--- config.mk ---
export PLATFORM = sky130hd
export DESIGN_NAME = collision_scorer_flat
export DESIGN_NICKNAME = d
export VERILOG_FILES = /design/src/rtl/game_pkg.sv /design/src/rtl/collision_scorer_if.sv /design/src/rtl/rect_overlap.sv /design/src/rtl/collision_scorer.sv /design/src/flat_wrapper.sv
export SDC_FILE = /design/constraint.sdc
export NUM_CORES = 1
export LEC_CHECK = 0
export ABC_AREA = 1
export CAP_MARGIN = 15
export CORE_MARGIN = 1.5
export CORE_UTILIZATION = 60
export CTS_BUF_LIST = sky130_fd_sc_hd__clkbuf_4
export DETAILED_ROUTE_END_ITERATION = 6
export PLACE_DENSITY = 0.85
export SYNTH_ARGS = -nofsm -noshare
export SYNTH_HDL_FRONTEND = slang
export SYNTH_HIERARCHICAL = 1
export SYNTH_SLANG_ARGS = --single-unit
--- constraint.sdc ---
create_clock -name clock -period 4.53 [get_ports clock]
set_clock_uncertainty 0.15 [all_clocks]
set_input_delay 0.6795 -clock clock [delete_from_list [all_inputs] [get_ports clock]]
set_output_delay 0.6795 -clock clock [all_outputs]
set_load 0.03 [all_outputs]
--- src/rtl/game_pkg.sv ---
// Shared game-logic types and constants: FSM encoding, character box geometry, score increment.
// SCORE_BCD_EN selects a three-digit BCD score instead of a binary one.
package game_pkg;

    typedef enum logic [1:0] {
        IDLE = 2'd0,
        RUN  = 2'd1,
        HOLD = 2'd2,
        OVER = 2'd3
    } game_state_e;

    localparam int CHAR_W     = 16;
    localparam int CHAR_H     = 16;
    localparam int CRAWL_W    = 32;
    localparam int CRAWL_YOFF = 8;
    localparam int CRAWL_H    = 8;
    localparam int SCORE_MAX  = 999;

    // Saturating score increment; the top stops at 999 in either representation.
    function automatic logic [11:0] score_inc(input logic [11:0] s);
        logic [11:0] r;
`ifdef SCORE_BCD_EN
        if (s == 12'h999)
            r = s;
        else if (s[3:0] != 4'd9)
            r = {s[11:8], s[7:4], s[3:0] + 4'd1};
        else if (s[7:4] != 4'd9)
            r = {s[11:8], s[7:4] + 4'd1, 4'd0};
        else
            r = {s[11:8] + 4'd1, 8'd0};
`else
        if (s == 12'(SCORE_MAX))
            r = s;
        else
            r = s + 12'd1;
`endif
        return r;
    endfunction

endpackage

--- src/rtl/collision_scorer_if.sv ---
// Signal bundle between the renderer/obstacle mover and the collision scorer.
// Protocol: ob_valid qualifies ob_x/ob_y every cycle, ob_spawn and start are one-cycle pulses; no backpressure.
interface collision_scorer_if;
    logic        start;
    logic [7:0]  char_x;
    logic [6:0]  char_y;
    logic        crawl;
    logic [7:0]  ob_x;
    logic [6:0]  ob_y;
    logic        ob_valid;
    logic        ob_spawn;
    logic        hit;
    logic [1:0]  lives;
    logic [11:0] score;
    logic [1:0]  state;
    logic        freeze;

    modport master (
        output start, char_x, char_y, crawl, ob_x, ob_y, ob_valid, ob_spawn,
        input  hit, lives, score, state, freeze
    );

    modport slave (
        input  start, char_x, char_y, crawl, ob_x, ob_y, ob_valid, ob_spawn,
        output hit, lives, score, state, freeze
    );
endinterface

--- src/rtl/rect_overlap.sv ---
// Registered intersection test of two axis-aligned rectangles with inclusive edges.
// Bounds arrive pre-widened so the caller decides how sums avoid wrap-around.
module rect_overlap #(
    parameter int XW = 9,
    parameter int YW = 8
) (
    input  logic          clock,
    input  logic          reset_n,
    input  logic [XW-1:0] a_x0_i,
    input  logic [XW-1:0] a_x1_i,
    input  logic [YW-1:0] a_y0_i,
    input  logic [YW-1:0] a_y1_i,
    input  logic [XW-1:0] b_x0_i,
    input  logic [XW-1:0] b_x1_i,
    input  logic [YW-1:0] b_y0_i,
    input  logic [YW-1:0] b_y1_i,
    output logic          overlap_o
);
    logic overlap_q;
    logic overlap_d;

    assign overlap_d = (a_x0_i <= b_x1_i) && (b_x0_i <= a_x1_i) &&
                       (a_y0_i <= b_y1_i) && (b_y0_i <= a_y1_i);

    always_ff @(posedge clock or negedge reset_n) begin
        if (!reset_n) overlap_q <= 1'b0;
        else          overlap_q <= overlap_d;
    end

    assign overlap_o = overlap_q;
endmodule

--- src/rtl/collision_scorer.sv ---
// Collision detection, lives/score bookkeeping and game-state FSM behind the character renderer.
// Build with SCORE_BCD_EN defined for a BCD score; otherwise the score is binary.
module collision_scorer
    import game_pkg::*;
#(
    parameter int LIVES       = 3,
    parameter int HOLD_CYCLES = 25_000_000,
    parameter int OB_W        = 8,
    parameter int OB_H        = 12
) (
    input  logic               clock,
    input  logic               reset_n,
    collision_scorer_if.slave  bus
);
    localparam int HW = (HOLD_CYCLES > 1) ? $clog2(HOLD_CYCLES) : 1;

    logic [8:0] cx0, cx1, ox0, ox1;
    logic [7:0] cy0, cy1, oy0, oy1;
    logic       pass_now, overlap_r;

    // x sums at 9 bits, y sums at 8 bits: nothing wraps.
    assign cx0 = {1'b0, bus.char_x};
    assign cx1 = cx0 + (bus.crawl ? 9'(CRAWL_W - 1) : 9'(CHAR_W - 1));
    assign cy0 = {1'b0, bus.char_y} + (bus.crawl ? 8'(CRAWL_YOFF) : 8'd0);
    assign cy1 = {1'b0, bus.char_y} + (bus.crawl ? 8'(CRAWL_YOFF + CRAWL_H - 1) : 8'(CHAR_H - 1));
    assign ox0 = {1'b0, bus.ob_x};
    assign ox1 = ox0 + 9'(OB_W - 1);
    assign oy0 = {1'b0, bus.ob_y};
    assign oy1 = oy0 + 8'(OB_H - 1);
    assign pass_now = (ox0 + 9'(OB_W)) <= cx0;

    rect_overlap #(.XW(9), .YW(8)) u_overlap (
        .clock     (clock),
        .reset_n   (reset_n),
        .a_x0_i    (cx0),
        .a_x1_i    (cx1),
        .a_y0_i    (cy0),
        .a_y1_i    (cy1),
        .b_x0_i    (ox0),
        .b_x1_i    (ox1),
        .b_y0_i    (oy0),
        .b_y1_i    (oy1),
        .overlap_o (overlap_r)
    );

    // Qualifiers ride in the same pipeline stage as overlap_r so every compare sees one input sample.
    logic valid_q, spawn_q, pass_q;
    always_ff @(posedge clock or negedge reset_n) begin
        if (!reset_n) begin
            valid_q <= 1'b0;
            spawn_q <= 1'b0;
            pass_q  <= 1'b0;
        end else begin
            valid_q <= bus.ob_valid;
            spawn_q <= bus.ob_spawn;
            pass_q  <= pass_now;
        end
    end

    game_state_e   state_q, state_d;
    logic [1:0]    lives_q, lives_d;
    logic [11:0]   score_q, score_d;
    logic [HW-1:0] hold_q, hold_d;
    logic          counted_q, counted_d, scored_q, scored_d;
    logic          hit_q, hit_d, freeze_q;
    logic          coll, pass_ok;

    assign coll    = overlap_r & valid_q & ~counted_q & ~spawn_q;
    assign pass_ok = pass_q & valid_q & ~counted_q & ~scored_q & ~spawn_q;

    always_ff @(posedge clock or negedge reset_n) begin
        if (!reset_n) begin
            state_q   <= IDLE;
            lives_q   <= 2'd0;
            score_q   <= 12'd0;
            hold_q    <= '0;
            counted_q <= 1'b0;
            scored_q  <= 1'b0;
            hit_q     <= 1'b0;
            freeze_q  <= 1'b1;
        end else begin
            state_q   <= state_d;
            lives_q   <= lives_d;
            score_q   <= score_d;
            hold_q    <= hold_d;
            counted_q <= counted_d;
            scored_q  <= scored_d;
            hit_q     <= hit_d;
            freeze_q  <= (state_d == IDLE) || (state_d == OVER);
        end
    end

    always_comb begin
        state_d   = state_q;
        lives_d   = lives_q;
        score_d   = score_q;
        hold_d    = hold_q;
        hit_d     = 1'b0;
        counted_d = counted_q & ~spawn_q;
        scored_d  = scored_q & ~spawn_q;
        case (state_q)
            IDLE, OVER: begin
                if (bus.start) begin
                    state_d   = RUN;
                    lives_d   = 2'(LIVES);
                    score_d   = 12'd0;
                    hold_d    = '0;
                    counted_d = 1'b0;
                    scored_d  = 1'b0;
                end
            end
            RUN: begin
                if (coll) begin
                    hit_d     = 1'b1;
                    counted_d = 1'b1;
                    lives_d   = lives_q - 2'd1;
                    hold_d    = '0;
                    state_d   = (lives_q == 2'd1) ? OVER : HOLD;
                end else if (pass_ok) begin
                    scored_d = 1'b1;
                    score_d  = score_inc(score_q);
                end
            end
            HOLD: begin
                if (pass_ok) begin
                    scored_d = 1'b1;
                    score_d  = score_inc(score_q);
                end
                if (hold_q == HW'(HOLD_CYCLES - 1)) begin
                    state_d = RUN;
                    hold_d  = '0;
                end else begin
                    hold_d = hold_q + 1'b1;
                end
            end
            default: state_d = IDLE;
        endcase
    end

    always_comb begin
        bus.hit    = hit_q;
        bus.lives  = lives_q;
        bus.score  = score_q;
        bus.state  = state_q;
        bus.freeze = freeze_q;
    end
endmodule

--- src/flat_wrapper.sv ---
// flat-port wrapper written by rule: the top's interface ports become plain ports
module collision_scorer_flat import game_pkg::*;
#(
    parameter int LIVES       = 3,
    parameter int HOLD_CYCLES = 25_000_000,
    parameter int OB_W        = 8,
    parameter int OB_H        = 12
)
  (clock, reset_n, bus_start, bus_char_x, bus_char_y, bus_crawl, bus_ob_x, bus_ob_y, bus_ob_valid, bus_ob_spawn, bus_hit, bus_lives, bus_score, bus_state, bus_freeze);
  collision_scorer_if bus_i ();
  input  logic clock;
  input  logic reset_n;
  input wire logic [$bits(bus_i.start)-1:0] bus_start;
  input wire logic [$bits(bus_i.char_x)-1:0] bus_char_x;
  input wire logic [$bits(bus_i.char_y)-1:0] bus_char_y;
  input wire logic [$bits(bus_i.crawl)-1:0] bus_crawl;
  input wire logic [$bits(bus_i.ob_x)-1:0] bus_ob_x;
  input wire logic [$bits(bus_i.ob_y)-1:0] bus_ob_y;
  input wire logic [$bits(bus_i.ob_valid)-1:0] bus_ob_valid;
  input wire logic [$bits(bus_i.ob_spawn)-1:0] bus_ob_spawn;
  output wire logic [$bits(bus_i.hit)-1:0] bus_hit;
  output wire logic [$bits(bus_i.lives)-1:0] bus_lives;
  output wire logic [$bits(bus_i.score)-1:0] bus_score;
  output wire logic [$bits(bus_i.state)-1:0] bus_state;
  output wire logic [$bits(bus_i.freeze)-1:0] bus_freeze;
  assign bus_i.start = bus_start;
  assign bus_i.char_x = bus_char_x;
  assign bus_i.char_y = bus_char_y;
  assign bus_i.crawl = bus_crawl;
  assign bus_i.ob_x = bus_ob_x;
  assign bus_i.ob_y = bus_ob_y;
  assign bus_i.ob_valid = bus_ob_valid;
  assign bus_i.ob_spawn = bus_ob_spawn;
  assign bus_hit = bus_i.hit;
  assign bus_lives = bus_i.lives;
  assign bus_score = bus_i.score;
  assign bus_state = bus_i.state;
  assign bus_freeze = bus_i.freeze;
  collision_scorer #(.LIVES(LIVES), .HOLD_CYCLES(HOLD_CYCLES), .OB_W(OB_W), .OB_H(OB_H)) u_core (.clock(clock), .reset_n(reset_n), .bus(bus_i));
endmodule
==> metrics.md <==
| Metric | Value |
|---|---|
| Rows | 31 |
| Number of port buffers | 53 |
| Top cells by area, synth | dfrtp_1 (26%), ha_1 (15%), nand2_1 (13%) |
| Yosys top cell area share | 26.00% |
| ANT nets after route | 0 |
| Fin crit share | 64.00% |
| Post-synth EDFFs | 0 |
| Clock transition at path regs | 0.15 ns |
| Pwr dens | 262.2 mW/mm^2 |
| DRC | 0 |
| Crit path DAT | 3.08 ns |
| CP required | 4.71 ns |
| Vias in the first global route | 4274 |
| Crit Path Class | input port to register |
| Most frequent cells in the layout | nand2_1 (164), inv_1 (129), nor2_1 (75) |
| Chip height | 90.75 um |
| R2R cell count | 8 |
| Setup bufs post-CTS | 0 |
| Asr flop ratio synth | 100.0% |
| RSZ-0062 raised after global routing | false |
| WL/cell | 12.36 um |
| Largest net degree at the start of global routing | 50 |
| Die area | 0.008235 mm^2 |
| Clk sinks | 49 |
| Tot GR Track Use | 26.14% |
| DRT iter0 DRCs | 188 |
| Primary FF master, synth | dfrtp_1 |
| Critical path's slowest cell | clkdlybuf4s50_1 |
| Critical Path Max Stage Delay | 0.50 ns |
| Status | complete, no violations |
| First-pass GRT wire length | 17970 um |
| I/O Pins | 54 |
| Initial Utilization | 62.68% |
| Final #Nets | 832 |
| Setup_tns | 0 ns |
| Min-delay worst type | input port to asynchronous set/reset pin |
| Grt total ovfl | 0 |
| H-tree depth | 2 |
| CTS tree | built |
| LEAKAGE | 2.764 nW |
| Tmin final | 2.899 ns |
| Reg-to-Reg Start | u_core/bus.state[0] |
| Crit path buffers/inverters | 4 |
| Clk buf depth | 2 |
| Crit path capture type | register |
| Mapped Cells | 684 |
| Cts repair resizes | 0 |
| Sequential fraction of the synthesis area | 26.57% |
| Commonest non-fill, non-tap cell in the layout | nand2_1 |
| Clk root buf | clkbuf_4 |
| Crit path to | u_core/u_overlap/overlap_o |
| Die Wd | 90.75 um |
| Initial antenna violation count | 0 |
| Max frequency | 344.9 MHz |
| Slew @ Worst Pin | 1.041 ns |
| Yosys reg bits | 49 |
| Vias per cell | 5.296 |
| Final wirelength | 10400 um |
| Fin. max-slew vios | 0 |
| Worst r2r dst | u_core/hold_q[5] |
| Vias | 4454 |
| Ant. Diodes | 0 |
| Top delay family on crit path | simple AND/OR/NAND/NOR gates |
| Crit path depth | 19 |
| Yosys cell types | 37 |
| RD Place Congestion | 0.9550 |
| CP startpoint kind | input port |
| Syn Area/Cell | 6.754 um^2 |
| Largest area contributor in the netlist | dfrtp_1 |
| Mapped Area | 0.004619 mm^2 |
| Worst Setup SP | bus_char_x[0] |
| Worst-skew pair later-pin latency | 0.38 ns |
| Core area | 0.007370 mm^2 |
| DPL Wire Length | 8558 um |
| Worst IR Drop VDD | 0.0001636 V |
| Setup Viol. Count Final | 0 |
| CTS Hold Bufs | 0 |
| Final core utilization | 72.21% |
| Number of max-cap violations | 0 |
| Total CTS buffers | 5 |
| Yosys warns | 6 |
| DRT Pass-1 Iters | 5 |
| Final hold vios | 0 |
| Slew margin rel. | 30.60% |
| CP max FO | 4 |
| Layout cells sized above 1 | 5.526% |
| Area Overhead vs Synth | 15.19% |
| Most used cell, CP | nand2_1 |
| Worst reg2reg setup slack | 1.74 ns |
| Critical Path, Cell by Cell | clkdlybuf4s50_1 > inv_1 > ha_1 > nand3_1 > nand2_1 > a21oi_1 > nand2_1 > nor2_1 > inv_1 > ha_1 > nand2_1 > inv_2 > nand2_1 > nand2_1 > nor2_1 > nand2_1 > nand2_1 > nand2_1 > nor2_2 |
==> cell families after synthesis <==
logic type	Yosys count	synth area share [%]
compound gates	76	9.588
other cells	1	0.08118
simple gates	330	30.85
flops	49	26.57
fa+ha+maj	55	14.90
buf+inv	140	11.76
xor+xnor	33	6.257
==> final cells by class <==
class	instances	area [um^2]
Multi-Input combinational cell	497	2856
Inverter	135	509.2
Tap cell	99	123.9
Clock buffer	5	37.54
Timing Repair Buffer	53	525.5
Fill cell	619	2048
Sequential cell	49	1227
Clock inverter	3	41.29
==> flip-flops by register name, indices dropped and copies added, names as in the netlist, 2 cells and up <==
name              flops
u_core/bus.state      2
u_core/hold_q        25
u_core/bus.lives      2
u_core/bus.score     12
==> how the worst min path moves through the flow <==
stage          slack, ns              endpoint         startpoint  cells after the start
6_report            0.31  u_core/bus.score[10]            reset_n                      1
5_1_grt             0.38  u_core/bus.score[10]            reset_n                      1
4_1_cts             0.36  u_core/bus.score[10]            reset_n                      1
3_5_place_dp        0.38     u_core/hold_q[24]  u_core/hold_q[24]                      2
3_3_place_gp        0.35     u_core/hold_q[19]  u_core/hold_q[19]                      2
2_1_floorplan       0.23        u_core/bus.hit            reset_n                      0
==> worst reg2reg max path: cells and delay by family, from the launching register on <==
kind / cells / cell delay, ns
AOI/OAI and AO/OA: 3 / 0.82
adders and majority gates: 1 / 0.41
buffers and inverters: 2 / 0.31
DFF: 1 / 0.45
and+or+nand+nor: 2 / 0.53
==> cells in the mapped netlist (2+ instances only) <==
| master | n |
|---|---|
| nor2_2 | 4 |
| a21oi_1 | 35 |
| nand3_1 | 36 |
| nand2_4 | 2 |
| nand2_2 | 6 |
| nand2_1 | 164 |
| buf_2 | 2 |
| inv_1 | 129 |
| nor2_4 | 2 |
| a21boi_0 | 2 |
| inv_2 | 5 |
| nand4_1 | 17 |
| dfrtp_1 | 48 |
| xor2_1 | 30 |
| nand3_2 | 2 |
| a21o_1 | 4 |
| o21ai_1 | 3 |
| xnor2_1 | 3 |
| o21ai_2 | 6 |
| o21ai_0 | 20 |
| or2_2 | 2 |
| ha_1 | 55 |
| nor2_1 | 75 |
| nor3_1 | 19 |
==> per-stage QoR <==
step / hold WS (ns) / cells / worst slack [ns] / instance area, um^2 / total power, mW
final: 0.3143 / 841 / 1.631 / 5321 / 1.395
after global routing: 0.3826 / 841 / 1.376 / 5321 / 1.503
after CTS: 0.3573 / 841 / 1.641 / 5321 / 1.397
after detailed placement: 0.3798 / 833 / 1.244 / 5243 / 1.142
after global placement: 0.3545 / 833 / 1.351 / 5243 / 1.119
after floorplan: 0.2339 / 686 / 2.031 / 4627 / 0.9664
==> power by group <==
| part | switching, mW | leakage, nW | total [mW] | internal [mW] |
|---|---|---|---|---|
| registers | 0.0235 | 0.659 | 0.493 | 0.469 |
| clock network | 0.143 | 0.0389 | 0.258 | 0.114 |
| logic | 0.425 | 2.07 | 0.644 | 0.219 |
==> routing by layer <==
layer / global-route usage, % / share of wire (%)
met1: 31.81 / 45
met2: 46.93 / 49
met3: 3.872 / 4.1
met4: 8.333 / 1.8
met5: 0 / 0
(Power assumes the default switching activity.)
